<file path="config.mk">
export PLATFORM = sky130hd
export DESIGN_NAME = quad_step_decoder_flat
export DESIGN_NICKNAME = d
export VERILOG_FILES = /design/src/rtl/quad_step_decoder_if.sv /design/src/rtl/quad_step_decoder.sv /design/src/flat_wrapper.sv
export SDC_FILE = /design/constraint.sdc
export NUM_CORES = 1
export LEC_CHECK = 0
export CORE_UTILIZATION = 45
export CTS_CLUSTER_SIZE = 30
export DETAILED_ROUTE_END_ITERATION = 6
export PLACE_DENSITY_LB_ADDON = 0.05
export SLEW_MARGIN = 20
export SYNTH_ARGS = -nofsm -noshare
export SYNTH_HDL_FRONTEND = slang
export SYNTH_SLANG_ARGS = --single-unit
</file>
<file path="constraint.sdc">
create_clock -name clk -period 2.1 [get_ports clk]
set_clock_uncertainty 0.05 [all_clocks]
set_input_delay 0.63 -clock clk [delete_from_list [all_inputs] [get_ports clk]]
set_output_delay 0.63 -clock clk [all_outputs]
set_load 0.02 [all_outputs]
</file>
<file path="src/rtl/quad_step_decoder_if.sv">
// Quadrature decoder bus: phase inputs and clear in, position and event pulses out.
// Latency: none, wiring only.
// Backpressure: none, the decoder consumes phase samples every clock.
interface quad_step_decoder_if #(
   parameter int WIDTH = 3
);
   logic             a_in;
   logic             b_in;
   logic             clr;
   logic [WIDTH-1:0] count;
   logic             updown;
   logic             step;
   logic             err;
   logic             err_flag;

   modport master (
      output a_in, b_in, clr,
      input  count, updown, step, err, err_flag
   );

   modport slave (
      input  a_in, b_in, clr,
      output count, updown, step, err, err_flag
   );
endinterface

</file>
<file path="src/rtl/quad_step_decoder.sv">
// Quadrature A/B decoder: synchronises phases, emits step/err pulses, tracks position.
// Latency: a phase edge stable before clk edge k reaches the outputs at edge k+SYNC_STAGES.
// Backpressure: none; one decode every clock, no stall path.
module quad_step_decoder #(
   parameter int WIDTH       = 3,
   parameter int SYNC_STAGES = 2
) (
   input logic                clk,
   input logic                rst,
   quad_step_decoder_if.slave bus
);
   // FILL waits until the synchroniser holds post-reset samples, so an encoder
   // resting at a non-00 phase is not mistaken for a jump from the reset value.
   typedef enum logic {ST_FILL, ST_RUN} state_t;

   state_t                 state_q, state_n;
   logic [2:0]             fill_q, fill_n;
   logic [SYNC_STAGES-1:0] a_sync, b_sync;
   logic [1:0]             phase;
   logic [1:0]             prev_q, prev_n;
   logic [WIDTH-1:0]       count_q, count_n;
   logic                   updown_q, updown_n;
   logic                   step_q, step_n;
   logic                   err_q, err_n;
   logic                   flag_q, flag_n;

   assign phase = {b_sync[SYNC_STAGES-1], a_sync[SYNC_STAGES-1]};

   // Synchroniser shift chains for the asynchronous phase inputs.
   always_ff @(posedge clk) begin
      if (rst) begin
         a_sync <= '0;
         b_sync <= '0;
      end else begin
         a_sync <= {a_sync[SYNC_STAGES-2:0], bus.a_in};
         b_sync <= {b_sync[SYNC_STAGES-2:0], bus.b_in};
      end
   end

   // Priming state register and synchroniser fill counter.
   always_ff @(posedge clk) begin
      if (rst) begin
         state_q <= ST_FILL;
         fill_q  <= '0;
      end else begin
         state_q <= state_n;
         fill_q  <= fill_n;
      end
   end

   // Position, direction, event pulses and previous phase.
   always_ff @(posedge clk) begin
      if (rst) begin
         prev_q   <= 2'b00;
         count_q  <= '0;
         updown_q <= 1'b0;
         step_q   <= 1'b0;
         err_q    <= 1'b0;
         flag_q   <= 1'b0;
      end else begin
         prev_q   <= prev_n;
         count_q  <= count_n;
         updown_q <= updown_n;
         step_q   <= step_n;
         err_q    <= err_n;
         flag_q   <= flag_n;
      end
   end

   // Next-state: priming sequence, Gray transition decode, then clear.
   always_comb begin
      state_n  = state_q;
      fill_n   = fill_q;
      prev_n   = phase;
      count_n  = count_q;
      updown_n = updown_q;
      step_n   = 1'b0;
      err_n    = 1'b0;
      flag_n   = flag_q;

      case (state_q)
         ST_FILL: begin
            if (fill_q == 3'(SYNC_STAGES)) state_n = ST_RUN;
            else                           fill_n  = fill_q + 3'd1;
         end
         ST_RUN: begin
            case ({prev_q, phase})
               4'b0001, 4'b0111, 4'b1110, 4'b1000: begin
                  count_n  = count_q + WIDTH'(1);
                  updown_n = 1'b1;
                  step_n   = 1'b1;
               end
               4'b0100, 4'b1101, 4'b1011, 4'b0010: begin
                  count_n  = count_q - WIDTH'(1);
                  updown_n = 1'b0;
                  step_n   = 1'b1;
               end
               4'b0011, 4'b1100, 4'b0110, 4'b1001: begin
                  err_n  = 1'b1;
                  flag_n = 1'b1;
               end
               default: ;
            endcase
         end
         default: state_n = ST_FILL;
      endcase

      // Clear zeroes the position; an error decoded in the same cycle keeps the flag set.
      if (bus.clr) begin
         count_n = '0;
         flag_n  = err_n;
      end
   end

   assign bus.count    = count_q;
   assign bus.updown   = updown_q;
   assign bus.step     = step_q;
   assign bus.err      = err_q;
   assign bus.err_flag = flag_q;
endmodule

</file>
<file path="src/flat_wrapper.sv">
// flat-port wrapper written by rule: the top's interface ports become plain ports
module quad_step_decoder_flat 
#(
   parameter int WIDTH       = 3,
   parameter int SYNC_STAGES = 2
)
  (clk, rst, bus_a_in, bus_b_in, bus_clr, bus_count, bus_updown, bus_step, bus_err, bus_err_flag);
  quad_step_decoder_if #(.WIDTH(WIDTH)) bus_i ();
  input logic clk;
  input logic rst;
  input wire logic [$bits(bus_i.a_in)-1:0] bus_a_in;
  input wire logic [$bits(bus_i.b_in)-1:0] bus_b_in;
  input wire logic [$bits(bus_i.clr)-1:0] bus_clr;
  output wire logic [$bits(bus_i.count)-1:0] bus_count;
  output wire logic [$bits(bus_i.updown)-1:0] bus_updown;
  output wire logic [$bits(bus_i.step)-1:0] bus_step;
  output wire logic [$bits(bus_i.err)-1:0] bus_err;
  output wire logic [$bits(bus_i.err_flag)-1:0] bus_err_flag;
  assign bus_i.a_in = bus_a_in;
  assign bus_i.b_in = bus_b_in;
  assign bus_i.clr = bus_clr;
  assign bus_count = bus_i.count;
  assign bus_updown = bus_i.updown;
  assign bus_step = bus_i.step;
  assign bus_err = bus_i.err;
  assign bus_err_flag = bus_i.err_flag;
  quad_step_decoder #(.WIDTH(WIDTH), .SYNC_STAGES(SYNC_STAGES)) u_core (.clk(clk), .rst(rst), .bus(bus_i));
endmodule
</file>
==> results.sh, run 1 <==
export IMPL_max_freq_mhz=503
export IMPL_diodes=0
export IMPL_placed_cells=93
export IMPL_netlist_cell_type_count=22
export IMPL_netlist_area_leader_share=0.512
export IMPL_worst_slew_pin_slew_ns=0.434
export IMPL_syn_avg_cell_area_um2=9.92
export IMPL_nets=91
export IMPL_hold_violations=0
export IMPL_vias=507
export IMPL_yosysWarnings=0
export IMPL_drc=0
export IMPL_clkPwrFrac=0.239
export IMPL_clock_sinks=17
export IMPL_viasPerCell=5.23
export IMPL_syn_area_um2=664
export IMPL_clockBufferDepth=2
export IMPL_layout_commonest_cell="dfxtp_1"
export IMPL_synth_top_cell_by_area="dfxtp_1"
export IMPL_wl_um=1040
export IMPL_syn_num_nets=75
export IMPL_peakVddDrop_v=0.000683
export IMPL_p_switching_mw=0.206
export IMPL_port_buffers=11
export IMPL_cts_tree="yes"
export IMPL_min_period_ns=1.99
export IMPL_ys_top_cells_by_area="dfxtp_1 (51%), xnor2_1 (6.6%), nor2b_1 (5.6%)"
export IMPL_r2r_end="u_core.bus.count[2]"
export IMPL_setup_violations=0
export IMPL_grt_pass1_wl_um=1600
export IMPL_gr_total_overflow=0
export IMPL_worstSetupPathType="register to register"
export IMPL_start_util=0.498
export IMPL_leakage_nw=0.317
export IMPL_holdPathStages=1
export IMPL_clkLatencyLatePin_ns=0.28
export IMPL_min_to="u_core.a_sync[1]"
export IMPL_tns_ns=0
export IMPL_cts_root_buffer="clkbuf_4"
export IMPL_final_period_utilization=0.947
export IMPL_area_growth_pct=27.3
export IMPL_cp_max_fo=3
export IMPL_r2r_slack_ns=0.11
export IMPL_worstPathArrival_ns=2.16
export IMPL_mostFrequentLayoutCells="dfxtp_1 (15), clkdlybuf4s50_1 (11), nor2_1 (8)"
export IMPL_coreArea_mm2=0.00133
export IMPL_htreeDepth=1
export IMPL_stdcell_count=97
export IMPL_track_usage=0.156
export IMPL_drive_gt1_frac=0.134
export IMPL_dieArea_mm2=0.00163
export IMPL_p_seq_frac=0.545
export IMPL_grt_pass1_vias=420
export IMPL_critPathRequiredTime_ns=2.27
export IMPL_clkTransAtPathRegs_ns=0.09
export IMPL_reg2regPathDepth=6
export IMPL_ys_seq_elements=17
export IMPL_relSlewSlack=0.709
export IMPL_syn_inst=67
export IMPL_maxCapViolations=0
export IMPL_dpl_hpwl_um=736
export IMPL_min_from="u_core.a_sync[0]"
export IMPL_cp_start_kind="register"
export IMPL_drt_iter0_drc=3
export IMPL_numCtsBuffers=3
export IMPL_gp_routability_congestion=0.790
export IMPL_cts_hold_buf=0
export IMPL_finalMaxSlewViolations=0
export IMPL_reg2reg_from="u_core.b_sync[1]"
export IMPL_fp_dieW_um=40.4
export IMPL_power_frac_comb=0.216
export IMPL_status="finished, final reports clean"
export IMPL_grt_max_degree=10
export IMPL_avgRoutedWirePerCell_um=10.7
export IMPL_fill_cells=130
export IMPL_cp_end_kind="register"
export IMPL_num_rows=13
export IMPL_power_density_mw_per_mm2=838
export IMPL_intPower_mw=0.503
export IMPL_hp_class="register to register"
export IMPL_chipHeight_um=40.4
export IMPL_antenna_found_initial=0
export IMPL_first_pass_iters=3
export IMPL_ant_nets=0
export IMPL_ios=12
export IMPL_swShare=0.291
export IMPL_yosysSeqAreaShare=0.512
-- Yosys cell counts --
cell / count
dfxtp_1: 17
inv_1: 3
nor2_1: 8
fa_1: 1
nor3_1: 1
a21oi_1: 5
xor2_1: 2
or3_1: 3
ha_1: 2
xnor2_1: 5
a211oi_1: 2
nor2b_1: 6
nor2b_2: 1
a21o_1: 1
nand2_1: 1
mux2i_1: 1
a311oi_1: 1
nor4_1: 1
o21ai_0: 3
nand3_1: 1
clkbuf_1: 1
or2_2: 1
-- layer usage --
layer | vias up | GRT usage | wire, µm
met4 | 0 | 0.125 | 26
met3 | 4 | 0.0500 | 36
met5 | - | 0 | 0
met2 | 11 | 0.226 | 445
met1 | 236 | 0.187 | 533
li1 | 256 | - | -
-- cells by family after synthesis --
kind of cell,Yosys count,synth area share
buffers and inverters,4,0.0226
multiplexers,1,0.0151
AO/OA/AOI/OAI,12,0.107
AND/OR/NAND/NOR,23,0.183
flip-flops,17,0.512
adder cells (fa/ha/maj),3,0.0678
XOR/XNOR,7,0.0923
-- critical path, cell delays in order, from the launching register on --
cell and delay, ns:
dfxtp_1 0.42, xnor2_2 0.16, nor2_1 0.09, fa_1 0.38, or3_1 0.40, a211oi_2 0.25, mux2i_1 0.19
-- registers in the layout (all words and copies together), names as in the netlist --
name,flops
u_core.state_q,1
u_core.bus.err,1
u_core.bus.err_flag,1
u_core.prev_q,2
u_core.bus.count,3
u_core.fill_q,3
u_core.a_sync,2
u_core.bus.updown,1
u_core.b_sync,2
u_core.bus.step,1
-- cell type report --
| type | instances | area, µm² | share of cell area |
|---|---|---|---|
| clock buffers | 4 | 26.3 | 0.0311 |
| inverters | 3 | 11.3 | 0.0133 |
| multi-input cells | 46 | 329 | 0.389 |
| flip-flops and latches | 17 | 343 | 0.405 |
| well taps | 15 | 18.8 | 0.0222 |
| repair buffers | 12 | 118 | 0.139 |
-- through the flow --
step / total power, mW / setup slack (ns) / cell area, µm² / utilization / hold WS [ns]
after global routing: 0.759 / -0.0143 / 846 / 0.634 / 0.412
after global placement: 0.540 / 0.0874 / 797 / 0.598 / 0.369
after detailed placement: 0.544 / 0.0472 / 797 / 0.598 / 0.378
after floorplan: 0.501 / 0.169 / 664 / - / 0.364
final: 0.709 / 0.111 / 846 / 0.634 / 0.391
after CTS: 0.713 / 0.0350 / 823 / 0.617 / 0.400
-- power groups by stage --
stage          clock, mW  combinational, mW  sequential [mW]
2_1_floorplan          0              0.108            0.393
3_3_place_gp           0              0.148            0.392
3_5_place_dp           0              0.150            0.394
4_1_cts            0.175              0.152            0.386
5_1_grt            0.187              0.177            0.395
6_report           0.169              0.153            0.387
-- timing repair --
action	in CTS	in global routing
resized for setup	0	5
setup buffers	0	0
endpoints found under the setup margin	0	1
-- how the worst max path moves through the flow --
stage                           startpoint                   to  slack, ns  cells past startpoint
after floorplan           u_core.a_sync[1]  u_core.bus.count[2]       0.17                      6
after global placement    u_core.a_sync[1]  u_core.bus.count[2]       0.09                      6
after detailed placement  u_core.a_sync[1]  u_core.bus.count[2]       0.05                      6
after CTS                 u_core.a_sync[1]  u_core.bus.count[2]       0.04                      6
after global routing      u_core.b_sync[1]  u_core.bus.count[2]      -0.01                      6
final                     u_core.b_sync[1]  u_core.bus.count[2]       0.11                      6
Power figures use the tool's default switching activity.
==> run 2: changes to the inputs <==
--- a/config.mk
+++ b/config.mk
@@ -5,10 +5,11 @@
 export SDC_FILE = /design/constraint.sdc
 export NUM_CORES = 1
 export LEC_CHECK = 0
-export CORE_UTILIZATION = 45
+export CORE_UTILIZATION = 48
 export CTS_CLUSTER_SIZE = 30
 export DETAILED_ROUTE_END_ITERATION = 6
 export PLACE_DENSITY_LB_ADDON = 0.05
+export SETUP_SLACK_MARGIN = 0.1
 export SLEW_MARGIN = 20
 export SYNTH_ARGS = -nofsm -noshare
 export SYNTH_HDL_FRONTEND = slang
==> run 2 against run 1 <==
Routed wire length is 4.8% lower. Register-to-register slack gained 0.12 ns. Clock power about the same. Setup slack better by 0.061 ns. Critical path type is now register to output port. Highest routed layer is now met3.
==> results.sh, run 2 (synthesized netlist as in run 1, its figures left out) <==
export IMPL_fp_dieW_um=39.2
export IMPL_worstPathArrival_ns=1.25
export IMPL_max_freq_mhz=519
export IMPL_hold_violations=0
export IMPL_stdcell_count=99
export IMPL_numCtsBuffers=3
export IMPL_utilization=0.661
export IMPL_cp_max_fo=3
export IMPL_clkLatencyLatePin_ns=0.28
export IMPL_rsz0062_at_grt="no"
export IMPL_vias=485
export IMPL_first_pass_iters=3
export IMPL_p_switching_mw=0.207
export IMPL_intPower_mw=0.505
export IMPL_setup_violations=0
export IMPL_final_period_utilization=0.918
export IMPL_viasPerCell=4.90
export IMPL_path_cells="clkdlybuf4s50_1"
export IMPL_worstSetupPathType="register to output port"
export IMPL_holdPathStages=1
export IMPL_swShare=0.291
export IMPL_reg2reg_from="u_core.prev_q[0]"
export IMPL_htreeDepth=1
export IMPL_grt_pass1_vias=434
export IMPL_cts_root_buffer="clkbuf_4"
export IMPL_clkPwrFrac=0.240
export IMPL_slowest_stage="clkdlybuf4s50_1"
export IMPL_power_density_mw_per_mm2=828
export IMPL_clock_sinks=17
export IMPL_layout_commonest_cell="dfxtp_1"
export IMPL_placed_cells=93
export IMPL_dieArea_mm2=0.00154
export IMPL_drc=0
export IMPL_grt_pass1_wl_um=1750
export IMPL_ios=12
export IMPL_coreArea_mm2=0.00130
export IMPL_ant_nets=0
export IMPL_area_growth_pct=29.4
export IMPL_cp_start_kind="register"
export IMPL_min_from="u_core.a_sync[0]"
export IMPL_num_rows=13
export IMPL_grt_max_degree=13
export IMPL_hp_class="register to register"
export IMPL_crit_family="buffers and inverters"
export IMPL_port_buffers=11
export IMPL_dpl_hpwl_um=688
export IMPL_diodes=0
export IMPL_nets=93
export IMPL_min_period_ns=1.93
export IMPL_hold_slack_ns=0.393
export IMPL_tns_ns=0
export IMPL_chipHeight_um=39.2
export IMPL_track_usage=0.176
export IMPL_path_buf_inv=1
export IMPL_gr_total_overflow=0
export IMPL_clockBufferDepth=2
export IMPL_critPathRequiredTime_ns=1.42
export IMPL_start_util=0.511
export IMPL_r2r_slack_ns=0.23
export IMPL_wl_um=992
export IMPL_slowest_delay_ns=0.61
export IMPL_relSlewSlack=0.731
export IMPL_finalMaxSlewViolations=0
export IMPL_clkTransAtPathRegs_ns=0.09
export IMPL_leakage_nw=0.349
export IMPL_peakVddDrop_v=0.000567
export IMPL_antenna_found_initial=0
export IMPL_r2r_end="u_core.bus.count[2]"
export IMPL_cp_end_kind="output port"
export IMPL_drive_gt1_frac=0.179
export IMPL_fin_total_pwr_mw=0.712
export IMPL_p_seq_frac=0.542
export IMPL_maxCapViolations=0
export IMPL_reg2regPathDepth=6
export IMPL_gp_routability_congestion=0.730
export IMPL_status="finished, final reports clean"
export IMPL_cts_hold_buf=0
export IMPL_cts_tree="yes"
export IMPL_drt_iter0_drc=6
export IMPL_worst_slew_pin_slew_ns=0.400
export IMPL_power_frac_comb=0.217
export IMPL_avgRoutedWirePerCell_um=10.0
export IMPL_min_to="u_core.a_sync[1]"
export IMPL_mostFrequentLayoutCells="dfxtp_1 (13), clkdlybuf4s50_1 (9), nor2_1 (8)"
## run 2: changes by cell type in the layout (fill, tap and decap cells not counted), sizes merged
cell / change
buf: +2
clkdlybuf4s50: -2
dlygate4sd2: +1
dlymetal6s2s: +1
## run 2: area by class of cell
class	count	area, µm²
multi-input combinational	46	324
inverter	3	11.3
fill	109	442
tap	15	18.8
timing repair buffer	14	134
sequential	17	345
clock buffer	4	26.3
## run 2: how the worst max path moves through the flow
stage / from / to / depth (start not counted)
6_report: u_core.bus.count[2] / bus_count[2] / 1
5_1_grt: u_core.prev_q[0] / u_core.bus.count[2] / 6
4_1_cts: u_core.b_sync[1] / u_core.bus.count[2] / 6
3_5_place_dp: u_core.a_sync[1] / u_core.bus.count[2] / 6
3_3_place_gp: u_core.a_sync[1] / u_core.bus.count[2] / 6
2_1_floorplan: u_core.a_sync[1] / u_core.bus.count[2] / 6
## run 2: layer usage
metal	routed length (µm)	global-route usage
met1	495	0.210
met2	439	0.263
met3	56	0.0694
met5	0	0
met4	0	0.103
## run 2: power by group through the flow
stage / Clock, mW / Combinational (mW) / Sequential [mW]
3_5_place_dp: 0 / 0.149 / 0.393
4_1_cts: 0.178 / 0.153 / 0.386
3_3_place_gp: 0 / 0.147 / 0.391
2_1_floorplan: 0 / 0.108 / 0.393
5_1_grt: 0.190 / 0.183 / 0.394
6_report: 0.171 / 0.155 / 0.386
## run 2: metrics by stage
stage / instance area, µm² / setup slack, ns
6_report: 860 / 0.172
5_1_grt: 860 / 0.102
3_5_place_dp: 797 / 0.0833
3_3_place_gp: 797 / 0.0923
2_1_floorplan: 664 / 0.169
4_1_cts: 835 / 0.0997
## run 2: timing repair
item | CTS | global route
endpoints found under the setup margin | 2 | 2
pin swaps | 1 | 4
buffers inserted | 1 | 1
gates resized for setup | 2 | 7
==> run 3: changes to the inputs <==
--- a/config.mk
+++ b/config.mk
@@ -8,9 +8,9 @@
 export CORE_UTILIZATION = 48
 export CTS_CLUSTER_SIZE = 30
 export DETAILED_ROUTE_END_ITERATION = 6
+export GPL_TIMING_DRIVEN = 0
 export PLACE_DENSITY_LB_ADDON = 0.05
 export SETUP_SLACK_MARGIN = 0.1
-export SLEW_MARGIN = 20
 export SYNTH_ARGS = -nofsm -noshare
 export SYNTH_HDL_FRONTEND = slang
 export SYNTH_SLANG_ARGS = --single-unit
==> run 3 against run 2 <==
Count of clock-buffer cells in the layout unchanged. Final cell count unchanged. Clock power down 2%. Utilization up 0.19 points. Sequential power about the same.
==> results.sh, run 3 (synthesized netlist as in run 1, its figures left out) <==
export IMPL_worst_slew_pin_slew_ns=0.451
export IMPL_min_period_ns=1.93
export IMPL_rsz0062_at_grt="yes"
export IMPL_drt_iter0_drc=5
export IMPL_r2r_slack_ns=0.17
export IMPL_track_usage=0.173
export IMPL_ant_nets=0
export IMPL_num_rows=13
export IMPL_reg2regPathDepth=6
export IMPL_diodes=0
export IMPL_dpl_hpwl_um=732
export IMPL_fp_dieW_um=39.2
export IMPL_drive_gt1_frac=0.155
export IMPL_holdPathStages=1
export IMPL_relSlewSlack=0.700
export IMPL_hp_class="register to register"
export IMPL_htreeDepth=1
export IMPL_avgRoutedWirePerCell_um=10.4
export IMPL_swShare=0.287
export IMPL_clkLatencyLatePin_ns=0.28
export IMPL_stdcell_count=99
export IMPL_finalMaxSlewViolations=0
export IMPL_coreArea_mm2=0.00130
export IMPL_area_growth_pct=29.8
export IMPL_critPathRequiredTime_ns=2.27
export IMPL_chipHeight_um=39.2
export IMPL_intPower_mw=0.505
export IMPL_nets=93
export IMPL_port_buffers=11
export IMPL_power_density_mw_per_mm2=821
export IMPL_tns_ns=0
export IMPL_worstSetupPathType="register to register"
export IMPL_placed_cells=93
export IMPL_min_from="u_core.b_sync[0]"
export IMPL_hold_violations=0
export IMPL_p_seq_frac=0.547
export IMPL_power_frac_comb=0.217
export IMPL_gr_total_overflow=0
export IMPL_path_cells="xnor2_2, nor2_1, fa_1, or3_1, a211oi_2, mux2i_1"
export IMPL_maxCapViolations=0
export IMPL_worstPathArrival_ns=2.10
export IMPL_reg2reg_from="u_core.prev_q[0]"
export IMPL_r2r_end="u_core.bus.count[2]"
export IMPL_first_pass_iters=4
export IMPL_status="finished, final reports clean"
export IMPL_cp_max_fo=2
export IMPL_clkTransAtPathRegs_ns=0.09
export IMPL_leakage_nw=0.366
export IMPL_grt_max_degree=11
export IMPL_grt_pass1_vias=417
export IMPL_vias=476
export IMPL_clockBufferDepth=2
export IMPL_numCtsBuffers=3
export IMPL_slowest_delay_ns=0.40
export IMPL_start_util=0.511
export IMPL_gp_routability_congestion=0.696
export IMPL_drc=0
export IMPL_cp_end_kind="register"
export IMPL_ios=12
export IMPL_viasPerCell=4.81
export IMPL_cts_root_buffer="clkbuf_4"
export IMPL_cts_tree="yes"
export IMPL_cp_start_kind="register"
export IMPL_clkPwrFrac=0.237
export IMPL_peakVddDrop_v=0.000577
export IMPL_clock_sinks=17
export IMPL_final_period_utilization=0.919
export IMPL_wl_um=1030
export IMPL_path_buf_inv=0
export IMPL_layout_commonest_cell="dfxtp_1"
export IMPL_setup_violations=0
export IMPL_max_freq_mhz=518
export IMPL_dieArea_mm2=0.00154
export IMPL_grt_pass1_wl_um=1700
export IMPL_slowest_stage="dfxtp_1"
export IMPL_mostFrequentLayoutCells="dfxtp_1 (14), nor2_1 (8), clkdlybuf4s50_1 (8)"
export IMPL_fill_cells=116
export IMPL_min_to="u_core.b_sync[1]"
export IMPL_antenna_found_initial=0
export IMPL_p_switching_mw=0.203
export IMPL_crit_family="simple AND/OR/NAND/NOR gates"
run 3: layout make-up:
cell class              count  area, µm²  area share
inverters                   3       11.3      0.0131
plain buffers               1       3.75     0.00435
multi-input cells          46        329       0.382
repair buffers             13        129       0.149
flip-flops and latches     17        344       0.399
well taps                  15       18.8      0.0218
clock buffers               4       26.3      0.0305
run 3: timing repair:
action	4_1_cts	5_1_grt
gates resized for setup	4	5
hold buffers	0	0
setup endpoints to repair	2	3
pin swaps	1	3
setup buffers	1	1
run 3: worst max path at each step:
stage                           startpoint                   to  slack (ns)  depth (start not counted)
after floorplan           u_core.a_sync[1]  u_core.bus.count[2]        0.17                          6
after global placement    u_core.a_sync[1]  u_core.bus.count[2]        0.01                          6
after detailed placement  u_core.a_sync[1]  u_core.bus.count[2]     -0.0007                          6
after CTS                 u_core.b_sync[1]  u_core.bus.count[2]         0.1                          6
after global routing      u_core.prev_q[0]  u_core.bus.count[2]        0.08                          6
final                     u_core.prev_q[0]  u_core.bus.count[2]        0.17                          6
run 3: through the flow:
stage               power, mW  utilization  cell area [µm²]  hold slack (ns)  setup WS (ns)
floorplan               0.501            -              664            0.364          0.169
global placement        0.537        0.610              793            0.368        0.00969
detailed placement      0.540        0.610              793            0.380      -0.000704
CTS                     0.715        0.645              840            0.405         0.0968
global route            0.763        0.663              862            0.418         0.0833
finish                  0.708        0.663              862            0.394          0.169
run 3: per-layer routing:
metal	up-vias	GRT usage	routed length [µm]	part of all wire
li1	259	-	-	-
met1	205	0.202	500	0.49
met2	10	0.254	464	0.45
met3	2	0.0636	50	0.049
met4	0	0.129	12	0.012
met5	-	0	0	0
run 3: worst reg2reg max path, stage by stage (launching register included):
cell and delay [ns]:
dfxtp_1 0.40, xnor2_2 0.14, nor2_1 0.09, fa_1 0.37
or3_1 0.39, a211oi_2 0.22, mux2i_1 0.21
run 3: power groups by stage:
stage / Clock (mW) / Sequential [mW] / Combinational (mW)
after floorplan: 0 / 0.393 / 0.108
after global placement: 0 / 0.391 / 0.146
after detailed placement: 0 / 0.393 / 0.148
after CTS: 0.176 / 0.386 / 0.153
after global routing: 0.190 / 0.395 / 0.179
final: 0.167 / 0.387 / 0.153
